[src/rtl/sprite_window_array_if.sv]
// Pixel-position, shadow-register write and result signals shared between the
// VGA side, the register writer and the sprite window array.
interface sprite_window_array_if #(
   parameter int LAYER_W = 3
);
   logic [9:0]         DrawX;
   logic [9:0]         DrawY;
   logic               frame_start;
   logic               wr_en;
   logic [LAYER_W-1:0] wr_layer;
   logic [2:0]         wr_sel;
   logic [9:0]         wr_data;
   logic               is_sprite;
   logic [LAYER_W-1:0] sprite_layer;
   logic [9:0]         Sprite_X_Addr;
   logic [9:0]         Sprite_Y_Addr;
   logic [3:0]         anim_frame;
   logic               commit_pending;

   modport master (
      output DrawX, DrawY, frame_start, wr_en, wr_layer, wr_sel, wr_data,
      input  is_sprite, sprite_layer, Sprite_X_Addr, Sprite_Y_Addr, anim_frame, commit_pending
   );

   modport slave (
      input  DrawX, DrawY, frame_start, wr_en, wr_layer, wr_sel, wr_data,
      output is_sprite, sprite_layer, Sprite_X_Addr, Sprite_Y_Addr, anim_frame, commit_pending
   );
endinterface

[src/rtl/sprite_window_array.sv]
// NUM_LAYERS programmable sprite windows with shadow registers committed at frame
// start, priority hit resolution, registered ROM addresses and a global animation index.
module sprite_window_array #(
   parameter int         NUM_LAYERS  = 4,
   parameter int         LAYER_W     = 3,
   parameter int         ANIM_FRAMES = 4,
   parameter int         ANIM_DIV    = 8,
   parameter logic [9:0] L0_X_POS    = 10'd28,
   parameter logic [9:0] L0_Y_POS    = 10'd80,
   parameter logic [9:0] L0_X_SIZE   = 10'd583,
   parameter logic [9:0] L0_Y_SIZE   = 10'd162
) (
   input logic                   Clk,
   input logic                   Reset,
   sprite_window_array_if.slave  bus
);

   logic [9:0]  sh_x_pos  [NUM_LAYERS];
   logic [9:0]  sh_y_pos  [NUM_LAYERS];
   logic [9:0]  sh_x_size [NUM_LAYERS];
   logic [9:0]  sh_y_size [NUM_LAYERS];
   logic        sh_en     [NUM_LAYERS];

   logic [9:0]  act_x_pos  [NUM_LAYERS];
   logic [9:0]  act_y_pos  [NUM_LAYERS];
   logic [9:0]  act_x_size [NUM_LAYERS];
   logic [9:0]  act_y_size [NUM_LAYERS];
   logic        act_en     [NUM_LAYERS];

   logic [10:0] dx  [NUM_LAYERS];
   logic [10:0] dy  [NUM_LAYERS];
   logic        hit [NUM_LAYERS];

   logic               any_hit;
   logic [LAYER_W-1:0] win_layer;
   logic [9:0]         win_dx;
   logic [9:0]         win_dy;

   logic [7:0]  div_cnt;
   logic [3:0]  anim_cnt;
   logic        pending;
   logic        wr_ok;

   // Out-of-range layers and unused field selects are dropped without touching state.
   assign wr_ok = bus.wr_en && (32'(bus.wr_layer) < NUM_LAYERS) && (bus.wr_sel < 3'd5);

   // Active set is copied from the pre-write shadow, so a same-cycle write waits for the next frame.
   always_ff @(posedge Clk) begin
      if (Reset) begin
         for (int i = 0; i < NUM_LAYERS; i++) begin
            sh_x_pos[i]   <= (i == 0) ? L0_X_POS  : 10'd0;
            sh_y_pos[i]   <= (i == 0) ? L0_Y_POS  : 10'd0;
            sh_x_size[i]  <= (i == 0) ? L0_X_SIZE : 10'd0;
            sh_y_size[i]  <= (i == 0) ? L0_Y_SIZE : 10'd0;
            sh_en[i]      <= (i == 0);
            act_x_pos[i]  <= (i == 0) ? L0_X_POS  : 10'd0;
            act_y_pos[i]  <= (i == 0) ? L0_Y_POS  : 10'd0;
            act_x_size[i] <= (i == 0) ? L0_X_SIZE : 10'd0;
            act_y_size[i] <= (i == 0) ? L0_Y_SIZE : 10'd0;
            act_en[i]     <= (i == 0);
         end
         pending <= 1'b0;
      end else begin
         for (int i = 0; i < NUM_LAYERS; i++) begin
            if (wr_ok && (bus.wr_layer == LAYER_W'(i))) begin
               case (bus.wr_sel)
                  3'd0:    sh_x_pos[i]  <= bus.wr_data;
                  3'd1:    sh_y_pos[i]  <= bus.wr_data;
                  3'd2:    sh_x_size[i] <= bus.wr_data;
                  3'd3:    sh_y_size[i] <= bus.wr_data;
                  3'd4:    sh_en[i]     <= bus.wr_data[0];
                  default: ;
               endcase
            end
            if (bus.frame_start) begin
               act_x_pos[i]  <= sh_x_pos[i];
               act_y_pos[i]  <= sh_y_pos[i];
               act_x_size[i] <= sh_x_size[i];
               act_y_size[i] <= sh_y_size[i];
               act_en[i]     <= sh_en[i];
            end
         end
         if (wr_ok) begin
            pending <= 1'b1;
         end else if (bus.frame_start) begin
            pending <= 1'b0;
         end
      end
   end

   // The 11-bit difference keeps a sign bit so pixels left of or above a window never alias inside it.
   always_comb begin
      for (int i = 0; i < NUM_LAYERS; i++) begin
         dx[i]  = {1'b0, bus.DrawX} - {1'b0, act_x_pos[i]};
         dy[i]  = {1'b0, bus.DrawY} - {1'b0, act_y_pos[i]};
         hit[i] = act_en[i] & ~dx[i][10] & (dx[i][9:0] < act_x_size[i])
                            & ~dy[i][10] & (dy[i][9:0] < act_y_size[i]);
      end
   end

   // Scanning from the top index down lets the lowest-index hitting layer win.
   always_comb begin
      any_hit   = 1'b0;
      win_layer = '0;
      win_dx    = 10'd0;
      win_dy    = 10'd0;
      for (int i = NUM_LAYERS - 1; i >= 0; i--) begin
         if (hit[i]) begin
            any_hit   = 1'b1;
            win_layer = LAYER_W'(i);
            win_dx    = dx[i][9:0];
            win_dy    = dy[i][9:0];
         end
      end
   end

   always_ff @(posedge Clk) begin
      if (Reset) begin
         bus.is_sprite     <= 1'b0;
         bus.sprite_layer  <= '0;
         bus.Sprite_X_Addr <= 10'd0;
         bus.Sprite_Y_Addr <= 10'd0;
      end else begin
         bus.is_sprite     <= any_hit;
         bus.sprite_layer  <= win_layer;
         bus.Sprite_X_Addr <= win_dx;
         bus.Sprite_Y_Addr <= win_dy;
      end
   end

   // Animation advances once every ANIM_DIV frames and wraps at ANIM_FRAMES.
   always_ff @(posedge Clk) begin
      if (Reset) begin
         div_cnt  <= 8'd0;
         anim_cnt <= 4'd0;
      end else if (bus.frame_start) begin
         if (div_cnt == 8'(ANIM_DIV - 1)) begin
            div_cnt  <= 8'd0;
            anim_cnt <= (anim_cnt == 4'(ANIM_FRAMES - 1)) ? 4'd0 : anim_cnt + 4'd1;
         end else begin
            div_cnt <= div_cnt + 8'd1;
         end
      end
   end

   assign bus.anim_frame     = anim_cnt;
   assign bus.commit_pending = pending;

endmodule

[src/flat_wrapper.sv]
// flat-port wrapper written by rule: the top's interface ports become plain ports
module sprite_window_array_flat 
#(
   parameter int         NUM_LAYERS  = 4,
   parameter int         LAYER_W     = 3,
   parameter int         ANIM_FRAMES = 4,
   parameter int         ANIM_DIV    = 8,
   parameter logic [9:0] L0_X_POS    = 10'd28,
   parameter logic [9:0] L0_Y_POS    = 10'd80,
   parameter logic [9:0] L0_X_SIZE   = 10'd583,
   parameter logic [9:0] L0_Y_SIZE   = 10'd162
)
  (Clk, Reset, bus_DrawX, bus_DrawY, bus_frame_start, bus_wr_en, bus_wr_layer, bus_wr_sel, bus_wr_data, bus_is_sprite, bus_sprite_layer, bus_Sprite_X_Addr, bus_Sprite_Y_Addr, bus_anim_frame, bus_commit_pending);
  sprite_window_array_if #(.LAYER_W(LAYER_W)) bus_i ();
  input logic Clk;
  input logic Reset;
  input wire logic [$bits(bus_i.DrawX)-1:0] bus_DrawX;
  input wire logic [$bits(bus_i.DrawY)-1:0] bus_DrawY;
  input wire logic [$bits(bus_i.frame_start)-1:0] bus_frame_start;
  input wire logic [$bits(bus_i.wr_en)-1:0] bus_wr_en;
  input wire logic [$bits(bus_i.wr_layer)-1:0] bus_wr_layer;
  input wire logic [$bits(bus_i.wr_sel)-1:0] bus_wr_sel;
  input wire logic [$bits(bus_i.wr_data)-1:0] bus_wr_data;
  output wire logic [$bits(bus_i.is_sprite)-1:0] bus_is_sprite;
  output wire logic [$bits(bus_i.sprite_layer)-1:0] bus_sprite_layer;
  output wire logic [$bits(bus_i.Sprite_X_Addr)-1:0] bus_Sprite_X_Addr;
  output wire logic [$bits(bus_i.Sprite_Y_Addr)-1:0] bus_Sprite_Y_Addr;
  output wire logic [$bits(bus_i.anim_frame)-1:0] bus_anim_frame;
  output wire logic [$bits(bus_i.commit_pending)-1:0] bus_commit_pending;
  assign bus_i.DrawX = bus_DrawX;
  assign bus_i.DrawY = bus_DrawY;
  assign bus_i.frame_start = bus_frame_start;
  assign bus_i.wr_en = bus_wr_en;
  assign bus_i.wr_layer = bus_wr_layer;
  assign bus_i.wr_sel = bus_wr_sel;
  assign bus_i.wr_data = bus_wr_data;
  assign bus_is_sprite = bus_i.is_sprite;
  assign bus_sprite_layer = bus_i.sprite_layer;
  assign bus_Sprite_X_Addr = bus_i.Sprite_X_Addr;
  assign bus_Sprite_Y_Addr = bus_i.Sprite_Y_Addr;
  assign bus_anim_frame = bus_i.anim_frame;
  assign bus_commit_pending = bus_i.commit_pending;
  sprite_window_array #(.NUM_LAYERS(NUM_LAYERS), .LAYER_W(LAYER_W), .ANIM_FRAMES(ANIM_FRAMES), .ANIM_DIV(ANIM_DIV), .L0_X_POS(L0_X_POS), .L0_Y_POS(L0_Y_POS), .L0_X_SIZE(L0_X_SIZE), .L0_Y_SIZE(L0_Y_SIZE)) u_core (.Clk(Clk), .Reset(Reset), .bus(bus_i));
endmodule
[config.mk]
export PLATFORM = sky130hd
export DESIGN_NAME = sprite_window_array_flat
export DESIGN_NICKNAME = d
export VERILOG_FILES = /design/src/rtl/sprite_window_array_if.sv /design/src/rtl/sprite_window_array.sv /design/src/flat_wrapper.sv
export SDC_FILE = /design/constraint.sdc
export NUM_CORES = 1
export LEC_CHECK = 0
export CAP_MARGIN = 20
export CELL_PAD_IN_SITES_DETAIL_PLACEMENT = 2
export CELL_PAD_IN_SITES_GLOBAL_PLACEMENT = 2
export CORE_MARGIN = 1
export CORE_UTILIZATION = 35
export DETAILED_ROUTE_END_ITERATION = 8
export GPL_ROUTABILITY_DRIVEN = 0
export GPL_TIMING_DRIVEN = 0
export HOLD_SLACK_MARGIN = 0.1
export PLACE_DENSITY = 0.74
export SKIP_CTS_REPAIR_TIMING = 1
export SYNTH_ARGS = -nofsm -noshare
export SYNTH_HDL_FRONTEND = slang
export SYNTH_SLANG_ARGS = --single-unit
export TNS_END_PERCENT = 5
[constraint.sdc]
create_clock -name Clk -period 6.9 [get_ports Clk]
set_clock_uncertainty 0.1 [all_clocks]
set_input_delay 0.69 -clock Clk [delete_from_list [all_inputs] [get_ports Clk]]
set_output_delay 0.69 -clock Clk [all_outputs]
set_load 0.02 [all_outputs]
==> summary.md <==
| Metric | Value |
|---|---|
| Top cells by area, synth | `edfxtp_1, ha_1, and2_1, dfxtp_1, inv_1` |
| Net Count, Synth | `roughly 1900` |
| Area growth, synth to finish | `15.7%` |
| Crit-path leading delay family | `compound AO/OA/AOI/OAI gates` |
| Hold Path Depth | `2` |
| Critical path capture point type | `flip-flop` |
| Number of synthesized register bits | `around 360` |
| Initial Util | `0.355` |
| Worst flop-to-flop path endpoint | `u_core.bus.Sprite_Y_Addr[1]` |
| Critical path's slowest cell | `clkdlybuf4s50_1` |
| Syn Area/Cell | `between 10 and 15 sq um` |
| PwrDens | `about 270 mW/mm^2` |
| Fin util | `0.411` |
| Die width | `236 microns` |
| CTS sink count | `roughly 360` |
| Count leader, synth | `edfxtp_1` |
| IO Pins | `about 70` |
| Clk_lat worst skew | `roughly 0.58 ns` |
| CP Max Fanout | `10` |
| Peak supply drop | `171 uV` |
| Commonest cells in the synthesized netlist | `edfxtp_1, and2_1, inv_1, ha_1, nor2_1` |
| Final HPWL DP | `~53000 microns` |
| Final worst slack | `0.426 ns` |
| Post-Synth Adder-Cell Area | `0.109` |
| Global-route wire length before repair | `around 99000 microns` |
| Post-route setup TNS | `0 ns` |
| Post-synth EDFFs | `approximately 330` |
| Share of post-route cells with drive strength above 1 | `0.0522` |
| Drt wl/cell | `~27 microns` |
| Placeable Area | `0.0540 sq mm` |
| Max Buffers Root-to-Sink | `3` |
| Period minus WS final | `6.47 ns` |
| Slew Viols, Final | `0` |
| Root buffer selected by CTS | `clkbuf_16` |
| Mapped Cells | `1684` |
| Layout Cells excl Fill | `roughly 2500` |
| WL final | `about 68000 microns` |
| Buf/Inv on CP | `5` |
| Syn Std Cell Area | `roughly 0.019 sq mm` |
| Initial antenna violation count | `4` |
| Worst R2R Path Depth | `18` |
| Post-synthesis compound-gate area fraction | `0.0883` |
| Largest family of logic cells by synthesized area | `simple AND/OR/NAND/NOR gates` |
| Fin crit share | `0.938` |
| Die Y | `about 240 microns` |
| GRT Total Usage | `0.247` |
| Mux cell area share after synthesis | `0.00261` |
| Reg2reg start | `u_core.act_x_pos[1][1]` |
| Die area | `~0.056 sq mm` |
| Endpoint of the worst hold path | `u_core.act_en[0]` |
| Synth top area share | `0.510` |
| Yosys top cell by area | `edfxtp_1` |
| Number of fill cells | `roughly 5500` |
| Nets | `around 2000` |
| Asr flop ratio synth | `0` |
| Vias in the first global route | `between 10000 and 15000` |
| Static leakage | `roughly 8.5 nW` |
| Hold Vio Cnt, Final | `0` |
| Setup violators final | `0` |
| Pin count of the biggest net entering global routing | `54` |
| Max Cap Violations | `0` |
| Via count | `roughly 14000` |
| DP Cell Count | `roughly 2500` |
| Final instance area | `0.0222 sq mm` |
| Status | `finished, final reports clean` |
| CP arrival | `between 6 and 7 ns` |
| Drt pass-1 iters | `5` |
| Vias/cell | `between 5 and 6` |
| CP Launch Point | `bus_DrawX[1]` |
| Critical path class | `input pin to flip-flop` |
| R2R setup slack | `1.01 ns` |
| Iter 0 DRT Violations | `1016` |
| Gr ovfl total | `0` |
| Xor and xnor area share after synthesis | `0.0256` |
| Sequential area share after synthesis | `0.550` |
| Htree depth | `2` |
| Place WS | `-0.180 ns` |
| Crit path largest cell delay | `between 0.8 and 0.9 ns` |
| Max_slew headroom | `0.268` |
| Worst Max-Slew Pin Slew | `between 1 and 1.5 ns` |
| Dpl cell area | `approximately 0.021 sq mm` |
| Crit-path cells | `clkdlybuf4s50_1 -> ha_1 -> nor2b_1 -> o21ai_0 -> a21oi_1 -> o41ai_1 -> or4b_2 -> o211ai_1 -> ha_1 -> inv_1 -> o2111ai_1 -> a21oi_1 -> and4_1 -> clkbuf_1 -> inv_1 -> nand2_1 -> clkbuf_1 -> o21ai_1` |
| Req. time, crit path | `roughly 7.2 ns` |
| Port Buffers | `66` |
| CTS clock-pin slew for the worst setup and hold paths | `0.06 ns` |
| Max Freq | `approximately 150 MHz` |
| Crit start category | `input pin` |
| Worst hold start | `u_core.sh_en[0]` |
| Cts bufs inserted | `44` |
| Distinct cells, synth | `76` |
| # DRC | `0` |
| Antenna Nets Post-Route | `0` |
| CTS tree | `built` |
| RSZ-0062 raised after global routing | `false` |
| Worst min path class | `flip-flop to flip-flop` |
| Synth warn | `0` |
| Simple-Gate Fraction of Synth Area | `0.182` |
| FP Rows | `85` |
| Top_reg_cell synth | `edfxtp_1` |
-- worst min-delay path, delay by kind of cell, from the launching register on --
kind,cells,cell delay [ns]
mux,1,0.07
simple gates,1,0.06
flops,1,0.33
-- worst max path at each step --
| stage | end | slack (ns) | depth (start not counted) |
|---|---|---|---|
| after floorplan | u_core.bus.Sprite_X_Addr[8] | 2.35 | 19 |
| after global placement | u_core.bus.Sprite_Y_Addr[1] | 0.12 | 18 |
| after detailed placement | u_core.bus.Sprite_X_Addr[6] | -0.18 | 18 |
| after CTS | u_core.bus.Sprite_X_Addr[6] | 0.35 | 18 |
| after global routing | u_core.bus.Sprite_Y_Addr[1] | 0.11 | 18 |
| final | u_core.bus.Sprite_Y_Addr[1] | 0.43 | 18 |
-- where the power goes --
group          internal, W  switching (W)
logic             0.000387       0.000679
clock network      0.00126       0.000965
registers          0.00254      0.0000661
-- area by class of cell --
cell class,instances,area (sq um),share of cell area
tap,696,871,0.0392
antenna,3,7.51,0.000338
buffer,48,209,0.00942
multi-input combinational,1109,7810,0.352
clock buffer,57,1150,0.0518
sequential,364,10600,0.475
inverter,163,612,0.0276
clock inverter,23,195,0.00880
timing repair buffer,76,787,0.0355
-- cell families (layout without fill, tap and decap cells) --
kind of cell	count (synthesis)	after routing
muxes	5	5
xor gates and xnor gates	56	56
other	1	4
and+or+nand+nor	629	629
AOI/OAI and AO/OA	256	256
adders and majority gates	162	162
buffers and inverters	211	367
DFF	364	364
-- sequential cells by signal (all words and copies together), names as in the netlist --
| register | cells |
|---|---|
| u_core.bus.is_sprite | 1 |
| u_core.sh_x_size | 40 |
| u_core.sh_x_pos | 40 |
| u_core.act_y_pos | 40 |
| u_core.bus.sprite_layer | 2 |
| u_core.bus.Sprite_Y_Addr | 10 |
| u_core.act_y_size | 40 |
| u_core.sh_en | 4 |
| u_core.sh_y_pos | 40 |
| u_core.act_x_pos | 40 |
| u_core.bus.anim_frame | 4 |
| u_core.act_en | 4 |
| u_core.bus.commit_pending | 1 |
| u_core.sh_y_size | 40 |
| u_core.div_cnt | 8 |
| u_core.act_x_size | 40 |
| u_core.bus.Sprite_X_Addr | 10 |
-- per-stage QoR --
stage / hold WS (ns) / power, W
floorplan: 0.338 / 0.00324
global placement: 0.347 / 0.00361
detailed placement: 0.370 / 0.00369
CTS: 0.384 / 0.00593
global route: 0.417 / 0.00609
finish: 0.385 / 0.00589
-- cells in the final DEF (no fill, tap or decap), types with 7 or more instances in the layout --
cell | netlist | routed
edfxtp_1 | 326 | 326
and2_1 | 289 | 289
inv_1 | 163 | 163
ha_1 | 154 | 154
nor2_1 | 114 | 114
nand2_1 | 68 | 68
clkdlybuf4s50_1 | 0 | 66
o21ai_0 | 57 | 54
clkbuf_1 | 41 | 54
a21oi_1 | 45 | 45
clkbuf_16 | 0 | 44
dfxtp_1 | 38 | 38
xnor2_1 | 37 | 37
nor3_1 | 29 | 29
a22oi_1 | 28 | 28
nand2b_1 | 22 | 22
nor2b_1 | 19 | 19
xor2_1 | 19 | 19
nand3_1 | 18 | 18
o21a_1 | 17 | 17
or3_1 | 17 | 17
a21o_1 | 15 | 15
o21ai_1 | 11 | 14
nand4_1 | 11 | 11
a211oi_1 | 10 | 10
a31oi_1 | 8 | 8
fa_1 | 8 | 8
clkinv_2 | 0 | 8
clkinv_1 | 0 | 7
-- metal layers --
| metal | part of all wire | track usage | up-vias |
|---|---|---|---|
| li1 | - | - | 6172 |
| met1 | 0.44 | 0.326 | 7077 |
| met2 | 0.48 | 0.408 | 380 |
| met3 | 0.064 | 0.0477 | 93 |
| met4 | 0.024 | 0.0768 | 2 |
| met5 | 0.00019 | 0 | - |
Power figures use the tool's default switching activity.
